===== src/rtl/icache_refill_sequencer.sv =====
// Instruction-cache line refill sequencer: issues per-word reads, collects in-order responses
// into a line buffer and hands the line to the array updater. Define ICACHE_REFILL_CWF_EN for
// critical-word-first wrap order with early critical-word delivery.
module icache_refill_sequencer #(
  parameter int unsigned ADDR_WIDTH     = 32,
  parameter int unsigned WORD_WIDTH     = 32,
  parameter int unsigned WORDS_PER_LINE = 4
) (
  input  logic                                 clk,
  input  logic                                 arst_n,
  input  logic                                 i_halt,
  input  logic                                 i_initiate,
  input  logic [ADDR_WIDTH-1:0]                i_miss_addr,
  output logic                                 o_mem_req_valid,
  output logic [ADDR_WIDTH-1:0]                o_mem_req_addr,
  input  logic                                 i_mem_req_ready,
  input  logic                                 i_mem_rsp_valid,
  input  logic [WORD_WIDTH-1:0]                i_mem_rsp_data,
  output logic                                 o_mem_rsp_ready,
  output logic                                 o_crit_valid,
  output logic [WORD_WIDTH-1:0]                o_crit_word,
  output logic                                 o_line_valid,
  output logic [ADDR_WIDTH-1:0]                o_line_addr,
  output logic [WORDS_PER_LINE*WORD_WIDTH-1:0] o_line_data,
  input  logic                                 i_line_ready,
  output logic                                 o_busy
);

  localparam int unsigned OFS_W = $clog2(WORDS_PER_LINE);
  localparam int unsigned CNT_W = OFS_W + 1;
  localparam logic [CNT_W-1:0] LINE_WORDS = CNT_W'(WORDS_PER_LINE);
  localparam logic [CNT_W-1:0] LAST_WORD  = CNT_W'(WORDS_PER_LINE - 1);

  typedef enum logic [1:0] {StIdle, StFill, StDone} state_e;

  state_e                 state_q, state_d;
  logic [CNT_W-1:0]       req_cnt_q, req_cnt_d;
  logic [CNT_W-1:0]       rsp_cnt_q, rsp_cnt_d;
  logic [ADDR_WIDTH-1:0]  base_q, base_d;
  logic [OFS_W-1:0]       miss_ofs_q, miss_ofs_d;
  logic                   crit_pend_q, crit_pend_d;
  logic [WORD_WIDTH-1:0]  line_buf_q [WORDS_PER_LINE];
  logic [WORD_WIDTH-1:0]  line_buf_d [WORDS_PER_LINE];

  logic [OFS_W-1:0]       start_ofs;
  logic [OFS_W-1:0]       req_ofs;
  logic [OFS_W-1:0]       rsp_slot;

`ifdef ICACHE_REFILL_CWF_EN
  assign start_ofs = miss_ofs_q;
`else
  assign start_ofs = '0;
`endif

  // Offsets wrap inside the line by truncation to OFS_W bits.
  assign req_ofs  = start_ofs + req_cnt_q[OFS_W-1:0];
  assign rsp_slot = start_ofs + rsp_cnt_q[OFS_W-1:0];

  assign o_mem_req_addr = base_q | ADDR_WIDTH'(req_ofs);
  assign o_line_addr    = base_q;
  assign o_busy         = (state_q != StIdle);
  // The critical word always lands in the slot of the missed offset.
  assign o_crit_word    = line_buf_q[miss_ofs_q];

  always_comb begin
    o_line_data = '0;
    for (int k = 0; k < WORDS_PER_LINE; k++) begin
      o_line_data[k*WORD_WIDTH +: WORD_WIDTH] = line_buf_q[k];
    end
  end

  always_comb begin
    state_d         = state_q;
    req_cnt_d       = req_cnt_q;
    rsp_cnt_d       = rsp_cnt_q;
    base_d          = base_q;
    miss_ofs_d      = miss_ofs_q;
    crit_pend_d     = crit_pend_q;
    line_buf_d      = line_buf_q;
    o_mem_req_valid = 1'b0;
    o_mem_rsp_ready = 1'b0;
    o_line_valid    = 1'b0;

    // A pending pulse is held back through halt and retires on its first visible cycle.
    o_crit_valid = crit_pend_q & ~i_halt;
    if (o_crit_valid) begin
      crit_pend_d = 1'b0;
    end

    unique case (state_q)
      StIdle: begin
        if (i_initiate && !i_halt) begin
          state_d    = StFill;
          base_d     = {i_miss_addr[ADDR_WIDTH-1:OFS_W], {OFS_W{1'b0}}};
          miss_ofs_d = i_miss_addr[OFS_W-1:0];
          req_cnt_d  = '0;
          rsp_cnt_d  = '0;
        end
      end
      StFill: begin
        o_mem_req_valid = (req_cnt_q < LINE_WORDS) && !i_halt;
        o_mem_rsp_ready = (rsp_cnt_q < req_cnt_q) && !i_halt;
        if (o_mem_req_valid && i_mem_req_ready) begin
          req_cnt_d = req_cnt_q + 1'b1;
        end
        if (o_mem_rsp_ready && i_mem_rsp_valid) begin
          line_buf_d[rsp_slot] = i_mem_rsp_data;
          rsp_cnt_d            = rsp_cnt_q + 1'b1;
`ifdef ICACHE_REFILL_CWF_EN
          if (rsp_cnt_q == '0) begin
            crit_pend_d = 1'b1;
          end
`endif
          if (rsp_cnt_q == LAST_WORD) begin
            state_d = StDone;
`ifndef ICACHE_REFILL_CWF_EN
            crit_pend_d = 1'b1;
`endif
          end
        end
      end
      StDone: begin
        o_line_valid = !i_halt;
        if (o_line_valid && i_line_ready) begin
          state_d = StIdle;
        end
      end
      default: state_d = StIdle;
    endcase
  end

  always_ff @(posedge clk) begin
    if (!arst_n) begin
      state_q     <= StIdle;
      req_cnt_q   <= '0;
      rsp_cnt_q   <= '0;
      base_q      <= '0;
      miss_ofs_q  <= '0;
      crit_pend_q <= 1'b0;
      line_buf_q  <= '{default: '0};
    end else begin
      state_q     <= state_d;
      req_cnt_q   <= req_cnt_d;
      rsp_cnt_q   <= rsp_cnt_d;
      base_q      <= base_d;
      miss_ofs_q  <= miss_ofs_d;
      crit_pend_q <= crit_pend_d;
      line_buf_q  <= line_buf_d;
    end
  end

endmodule


===== config.mk =====
export PLATFORM = sky130hd
export DESIGN_NAME = icache_refill_sequencer
export DESIGN_NICKNAME = d
export VERILOG_FILES = /design/src/rtl/icache_refill_sequencer.sv
export SDC_FILE = /design/constraint.sdc
export NUM_CORES = 1
export LEC_CHECK = 0
export BUFFER_PORTS_ARGS = -buffer_cell sky130_fd_sc_hd__buf_2
export CELL_PAD_IN_SITES_DETAIL_PLACEMENT = 0
export CELL_PAD_IN_SITES_GLOBAL_PLACEMENT = 1
export CORE_AREA = 2 2 149 151
export DETAILED_ROUTE_END_ITERATION = 10
export DIE_AREA = 0 0 151 153
export PLACE_DENSITY = 0.86
export SKIP_CTS_REPAIR_TIMING = 1
export SYNTH_ARGS = -nofsm -noshare
export SYNTH_HDL_FRONTEND = slang
export SYNTH_SLANG_ARGS = --single-unit

===== constraint.sdc =====
create_clock -name clk -period 2.5 [get_ports clk]
set_clock_uncertainty 0.2 [all_clocks]
set_input_delay 0 -clock clk [delete_from_list [all_inputs] [get_ports clk]]
set_output_delay 0 -clock clk [all_outputs]
set_load 0.03 [all_outputs]

## Yosys cells after proc, flatten, opt, wreduce, memory -nomap -nowiden

Index checks and enable logic that the tools add are counted.

- Register bits: 169
- Input port bits: 71
- Logic and storage cells: 69

- Add/sub/neg operators: 2
- Order comparisons: 5
- Equality and inequality tests: 8
- Multiplexer cells: 23
- Bitwise logic cells: 5
- Reduce and logical (&&, ||, !) cells: 16

Operators with widths:

| cell | count |
|---|---|
| bitwise mux 128 bit | 1 |
| two-way mux 32 bit | 3 |
| binary-select mux 32 bit (select 2 bit) | 1 |
| demux 32 bit (select 2 bit) | 1 |
| OR 32 x 2 -> 32 bit | 1 |
| case mux 3 bit (2 select lines) | 2 |
| != test 2 bit, second input constant | 5 |
| two-way mux 3 bit | 3 |
| two-way mux 2 bit | 4 |
| logical AND 1 bit | 7 |
| two-way mux 1 bit | 7 |
| adder 3 x 1 -> 3 bit, second input constant | 2 |
| greater-or-equal comparator 3 bit, second input constant | 2 |
| inverter 2 -> 3 bit | 2 |
| case mux 2 bit (3 select lines) | 1 |
| AND reduction 3 bit | 2 |
| AND reduction 2 bit | 2 |
| AND reduction 4 bit | 1 |
| nonzero test 2 bit | 2 |
| == test 3 x 2 -> 1 bit, second input constant | 1 |
| < comparator 3 x 1 -> 1 bit, second input constant | 1 |
| < comparator 3 bit | 1 |
| < comparator 3 bit, second input constant | 1 |
| == test 2 x 1 -> 1 bit, second input constant | 1 |
| other kinds (5) | 5 |

## Depth between registers and ports, before layout

Gate-level depths: netlist of the first run.

- Depth after elaboration: 6
- Gate-level depth with buffers: 6
- Depth with buffers taken out: 5

## Least setup slack after synthesis of the first run

OpenSTA, ideal clock, no wires.

- Path kind: reg2reg
- From: reg req_cnt_q[2]
- To: reg line_buf_q (netlist bit o_line_data[64])
- Arrival time: 1.716 ns
- Required time: 2.228 ns
- Path slack: 0.513 ns
- Stages on the path, launching flop included: 7
- Clock period less this slack: 1.987 ns
- Cells stage by stage: dfxtp_1 -> inv_1 -> ha_1 -> a211o_1 -> a211oi_4 -> buf_6 -> mux2i_1

- Word-level cells in the longest chain between the ends: 4

Ends and longest elaborated chain:

| what | RTL line | RTL |
|---|---|---|
| start, declared | 37 | `logic [CNT_W-1:0] req_cnt_q, req_cnt_d;` |
| start signal, assigned | 143 | `req_cnt_q <= req_cnt_d;` |
| < comparator 3 bit | 102 | `o_mem_rsp_ready = (rsp_cnt_q < req_cnt_q) && !i_halt;` |
| logical AND 1 bit | 102 |  |
| logical AND 1 bit | 106 | `if (o_mem_rsp_ready && i_mem_rsp_valid) begin` |
| AND reduction 2 bit (no source line) | n/a |  |
| end signal, assigned | 148 | `line_buf_q <= line_buf_d;` |
| end, declared | 42 | `logic [WORD_WIDTH-1:0] line_buf_q [WORDS_PER_LINE];` |

Every way passes these cells.
A chain may end at the register's enable or synchronous reset.

## Worst setup path in the final report of the first run

- From: reg req_cnt_q[2]
- To: out o_mem_rsp_ready

- Word-level cells in the longest chain between the ends: 3

Ends and longest elaborated chain:

| what | RTL line | RTL |
|---|---|---|
| < comparator 3 bit | 102 |  |
| logical AND 1 bit | 102 |  |
| two-way mux 1 bit | 90 | `unique case (state_q)` |
| end, declared | 19 | `output logic o_mem_rsp_ready,` |

Every way passes these cells.

==> flow_summary.json, run 1 <==
{
  "wl_per_cell_um": 15.4,
  "synth_top_area_cell": "dfxtp_1",
  "cp-endpoint": "o_mem_rsp_ready",
  "p_per_area_nw_per_um2": 575,
  "fin_crit_sh": 0.904,
  "setup_viol": 0,
  "yosys.area_share.simple": 0.135,
  "leakage_nw": 5.30,
  "crit_start": "req_cnt_q[2]",
  "crit_required_ns": 2.30,
  "synth.avg_cell_area_um2": 10.2,
  "grt_use_total": 0.173,
  "grt_max_degree": 75,
  "fin_cells": 1352,
  "path_class": "flip-flop to output port",
  "r2r_end": "miss_ofs_q[1]",
  "hold_viol_final": 0,
  "start_util": 0.353,
  "antenna_cells": 0,
  "synth_xor_xnor_area_share": 0,
  "initialDrtViolationCount": 217,
  "clock_latency_ns": 0.42,
  "die_w_um": 151,
  "cts_inserted_buffers": 17,
  "cts_tree": "done",
  "dpl_worst_slack_ns": 0.342,
  "clk_pin_slew_ns": 0.07,
  "wl_um": 20800,
  "period_minus_slack_ns": 2.26,
  "cap_violations": 0,
  "syn_to_final_growth_pct": 37.6,
  "dpl.hpwl_um": 14100,
  "postSynthCellCount": 743,
  "fmax_mhz": 443,
  "start_kind": "flip-flop",
  "antenna_found_initial": 0,
  "layout_commonest_cell": "buf_2",
  "grtUsageMet1": 0.213,
  "rows": 54,
  "grt-ovfl-total": 0,
  "reg2reg_from": "state_q[0]",
  "die_y_um": 153,
  "ys_ff_latch": 169,
  "r2r_cells": 5,
  "dp_cells": 1248,
  "fin_ws_ns": 0.241,
  "synth_top_family_by_area": "multiplexers",
  "slew_viol_final": 0,
  "tns_ns": 0,
  "rsz0062_at_grt": "false",
  "core_um2": 21500,
  "syn_area_um2": 7580,
  "yosysWarnings": 0,
  "outcome": "completed",
  "ios": 300,
  "drive_gt1_frac": 0.359,
  "numClockSinks": 169,
  "ir_worst_vdd_mv": 0.409,
  "yosysSeqAreaShare": 0.446,
  "dieArea_um2": 23100,
  "cts.path.max_buffers": 2,
  "portBuffers": 297,
  "yosysTopAreaCellShare": 0.446,
  "path_max_fanout": 4,
  "drc": 0,
  "root_buffer": "clkbuf_16",
  "holdCritPathClass": "input port to flip-flop",
  "grt_pass1_vias": 5952,
  "endpoint_kind": "output port",
  "ys_types": 33,
  "fin_nets": 1138,
  "top_usage_layer": "met2",
  "arrival_ns": 2.06,
  "grt_pass1_wl_um": 31700,
  "vias": 6339,
  "muxShareOfSynthArea": 0.269,
  "final_cell_mix": "296 x buf_2, 229 x nand2_1, 167 x dfxtp_1",
  "ant_nets": 0,
  "vias_per_cell": 4.69,
  "drt_pass1_iterations": 4,
  "grtUsageMet2": 0.295,
  "fillers": 2021,
  "ff2ff_setup_slack_ns": 0.31,
  "gr-usage-met3": 0.0487,
  "htree_levels": 4,
  "yosys.area_share.adder": 0.0132,
  "yosys-top-cells-area": "dfxtp_1 45%, mux2i_1 17%, nand2_1 11%",
  "gp_congestion": 0.816,
  "synth-compound-area-share": 0.0549
}
==> area by class of cell <==
type                            count  area [um^2]  area share
Clock buffer                       17          425      0.0408
Clock inverter                     15          203      0.0194
Inverter                            9         33.8     0.00324
Multi-Input combinational cell    478         3630       0.348
Sequential cell                   169         3390       0.324
Tap cell                          280          350      0.0336
Timing Repair Buffer              384         2400       0.230
==> logic make-up (layout without fill, tap and decap cells) <==
family	Yosys count	after routing
AOI/OAI and AO/OA	50	50
DFF	169	169
other	1	2
buffers and inverters	97	425
adders and majority gates	8	8
muxes	164	164
and+or+nand+nor	254	254
==> report_power, final <==
group	total [mW]	leakage, nW	switching (mW)	internal [mW]
registers	2.74	1.37	0.0221	2.72
logic	0.528	3.63	0.311	0.217
clock network	2.73	0.306	1.28	1.46
total	6.00	5.30	1.61	4.39
==> critical path, stage by stage (launching register included) <==
cell and delay, ns:
dfxtp_1 0.32, inv_1 0.06, ha_1 0.35, a211o_1 0.36, a21oi_1 0.19, and2_1 0.15
buf_2 0.20
==> flip-flops by register name, indices dropped and copies added (netlist names) <==
name         cells
o_line_addr     30
crit_pend_q      1
o_line_data    128
rsp_cnt_q        3
miss_ofs_q       2
state_q          2
req_cnt_q        3
==> metal layers <==
metal / vias up / share of wire
met4: 0 / 0.013
met2: 175 / 0.49
met1: 3026 / 0.44
li1: 3122 / -
met5: - / 0
met3: 16 / 0.054
==> worst min path at each step <==
stage,startpoint,endpoint,cells after the start
floorplan,i_miss_addr[4],o_line_addr[4],2
global placement,i_miss_addr[20],o_line_addr[20],3
detailed placement,i_miss_addr[19],o_line_addr[19],3
CTS,i_miss_addr[12],o_line_addr[12],3
global route,i_miss_addr[12],o_line_addr[12],4
finish,i_miss_addr[13],o_line_addr[13],4
==> per-stage QoR <==
| stage | instance area, um^2 | utilization | power (mW) | hold slack (ns) |
|---|---|---|---|---|
| 2_1_floorplan | 7590 | - | 3.12 | -0.0651 |
| 3_3_place_gp | 9080 | 0.423 | 3.24 | 0.0413 |
| 3_5_place_dp | 9080 | 0.423 | 3.24 | 0.0453 |
| 4_1_cts | 9710 | 0.452 | 5.99 | -0.412 |
| 5_1_grt | 10400 | 0.486 | 6.23 | 0.155 |
| 6_report | 10400 | 0.486 | 6.00 | 0.160 |
==> cells in the mapped netlist <==
master / number
o2111ai_2: 3
nand2b_1: 1
a211oi_4: 2
or3_1: 1
or4b_1: 2
nor4b_2: 1
buf_2: 15
and2_1: 6
a21boi_0: 21
a211o_1: 2
or2_2: 1
nand3b_1: 1
dfxtp_1: 169
conb_1: 1
o21ai_0: 1
o2111ai_1: 1
mux4_2: 32
ha_1: 8
mux2i_1: 132
buf_4: 35
nor3_1: 1
buf_1: 3
inv_1: 9
nand4b_1: 1
a21oi_1: 5
o2111a_1: 1
a21boi_1: 13
nor2b_1: 3
nand3_1: 7
a311oi_1: 1
nand2_1: 229
buf_6: 13
clkbuf_1: 22
No activity file was read; power rests on OpenSTA's default activity.
==> inputs of run 2 (changes only) <==
--- a/config.mk
+++ b/config.mk
@@ -5,7 +5,7 @@
 export SDC_FILE = /design/constraint.sdc
 export NUM_CORES = 1
 export LEC_CHECK = 0
-export BUFFER_PORTS_ARGS = -buffer_cell sky130_fd_sc_hd__buf_2
+export BUFFER_PORTS_ARGS = -buffer_cell sky130_fd_sc_hd__buf_4
 export CELL_PAD_IN_SITES_DETAIL_PLACEMENT = 0
 export CELL_PAD_IN_SITES_GLOBAL_PLACEMENT = 1
 export CORE_AREA = 2 2 149 151
==> flow_summary.json, run 2 (same netlist as run 1, synthesis figures left out) <==
{
  "outcome": "completed",
  "fillers": 1946,
  "initialDrtViolationCount": 288,
  "grt_max_degree": 64,
  "fin_crit_sh": 0.896,
  "root_buffer": "clkbuf_16",
  "wl_per_cell_um": 16.1,
  "grt-ovfl-total": 0,
  "wl_um": 21900,
  "path_class": "flip-flop to output port",
  "arrival_ns": 2.04,
  "slew_viol_final": 0,
  "layout_commonest_cell": "buf_4",
  "vias_per_cell": 4.74,
  "dieArea_um2": 23100,
  "antenna_cells": 0,
  "grtUsageMet1": 0.228,
  "drc": 0,
  "portBuffers": 297,
  "grt_pass1_wl_um": 32600,
  "vias": 6420,
  "drt_pass1_iterations": 4,
  "leakage_nw": 5.34,
  "period_minus_slack_ns": 2.24,
  "fin_ws_ns": 0.261,
  "start_kind": "flip-flop",
  "grtUsageMet2": 0.305,
  "fin_nets": 1141,
  "holdCritPathClass": "input port to flip-flop",
  "ios": 300,
  "fmax_mhz": 447,
  "cts.path.max_buffers": 2,
  "largest_register_ffs": 128,
  "rows": 54,
  "core_um2": 21500,
  "ir_worst_vdd_mv": 0.411,
  "antenna_found_initial": 0,
  "tns_ns": 0,
  "gr-usage-met3": 0.0403,
  "dpl.hpwl_um": 14800,
  "numClockSinks": 169,
  "ant_nets": 0,
  "crit_required_ns": 2.30,
  "setup_viol": 0,
  "hold_viol_final": 0,
  "grt_use_total": 0.179,
  "gp_congestion": 0.794,
  "die_y_um": 153,
  "clock_latency_ns": 0.42,
  "top_usage_layer": "met2",
  "rsz0062_at_grt": "false",
  "die_w_um": 151,
  "cap_violations": 0,
  "cts_tree": "done",
  "dpl_worst_slack_ns": 0.317,
  "htree_levels": 4,
  "total_power_mw": 6.10,
  "grt_pass1_vias": 6003,
  "start_util": 0.353,
  "drive_gt1_frac": 0.360,
  "final_cell_mix": "307 x buf_4, 229 x nand2_1, 167 x dfxtp_1",
  "endpoint_kind": "output port",
  "syn_to_final_growth_pct": 47.6,
  "cts_inserted_buffers": 17,
  "p_per_area_nw_per_um2": 544,
  "path_max_fanout": 4,
  "clk_pin_slew_ns": 0.07
}
run 2: changes by cell type in the layout (fill, tap and decap cells not counted), sizes merged:
cell / delta
buf: +2
clkinv: -1
dlygate4sd3: +1
inv: +1
run 2: routing by layer:
metal	part of all wire	vias up
met5	0	-
met4	0.015	0
met3	0.044	25
met2	0.50	158
met1	0.44	3110
li1	-	3127
run 2: layout make-up:
| class | count | area (um^2) | share of cell area |
|---|---|---|---|
| clock buffers | 17 | 425 | 0.0380 |
| clock inverters | 15 | 200 | 0.0179 |
| inverters | 9 | 33.8 | 0.00302 |
| multi-input cells | 478 | 3630 | 0.325 |
| flip-flops and latches | 169 | 3390 | 0.302 |
| well taps | 280 | 350 | 0.0313 |
| repair buffers | 387 | 3170 | 0.283 |
run 2: report_power, final:
group	internal (mW)	switching [mW]
logic	0.276	0.317
clock network	1.46	1.30
registers	2.72	0.0253
run 2: worst paths after layout:
path | startpoint | end | slack [ns] | cells past startpoint
worst max register to register | req_cnt_q[2] | o_line_data[20] | 0.30 | 6
worst min register to register | o_line_data[91] | o_line_data[91] | 0.27 | 2
worst min-delay path | i_miss_addr[11] | o_line_addr[11] | 0.17 | 4
worst max-delay path | req_cnt_q[2] | o_mem_rsp_ready | 0.26 | 6
run 2: stage by stage:
step                      instances  hold WS (ns)   util  cell area, um^2
after floorplan                 744       -0.0651      -             7590
after global placement         1250        0.0473  0.458             9840
after detailed placement       1250        0.0583  0.458             9840
after CTS                      1282        -0.402  0.487            10500
after global routing           1355         0.172  0.521            11200
final                          1355         0.168  0.521            11200
run 2: critical path: stages, from the launching register on:
cell and delay, ns:
dfxtp_1 0.33, inv_1 0.06, ha_1 0.36, a211o_1 0.37
a21oi_1 0.19, and2_1 0.15, buf_4 0.16
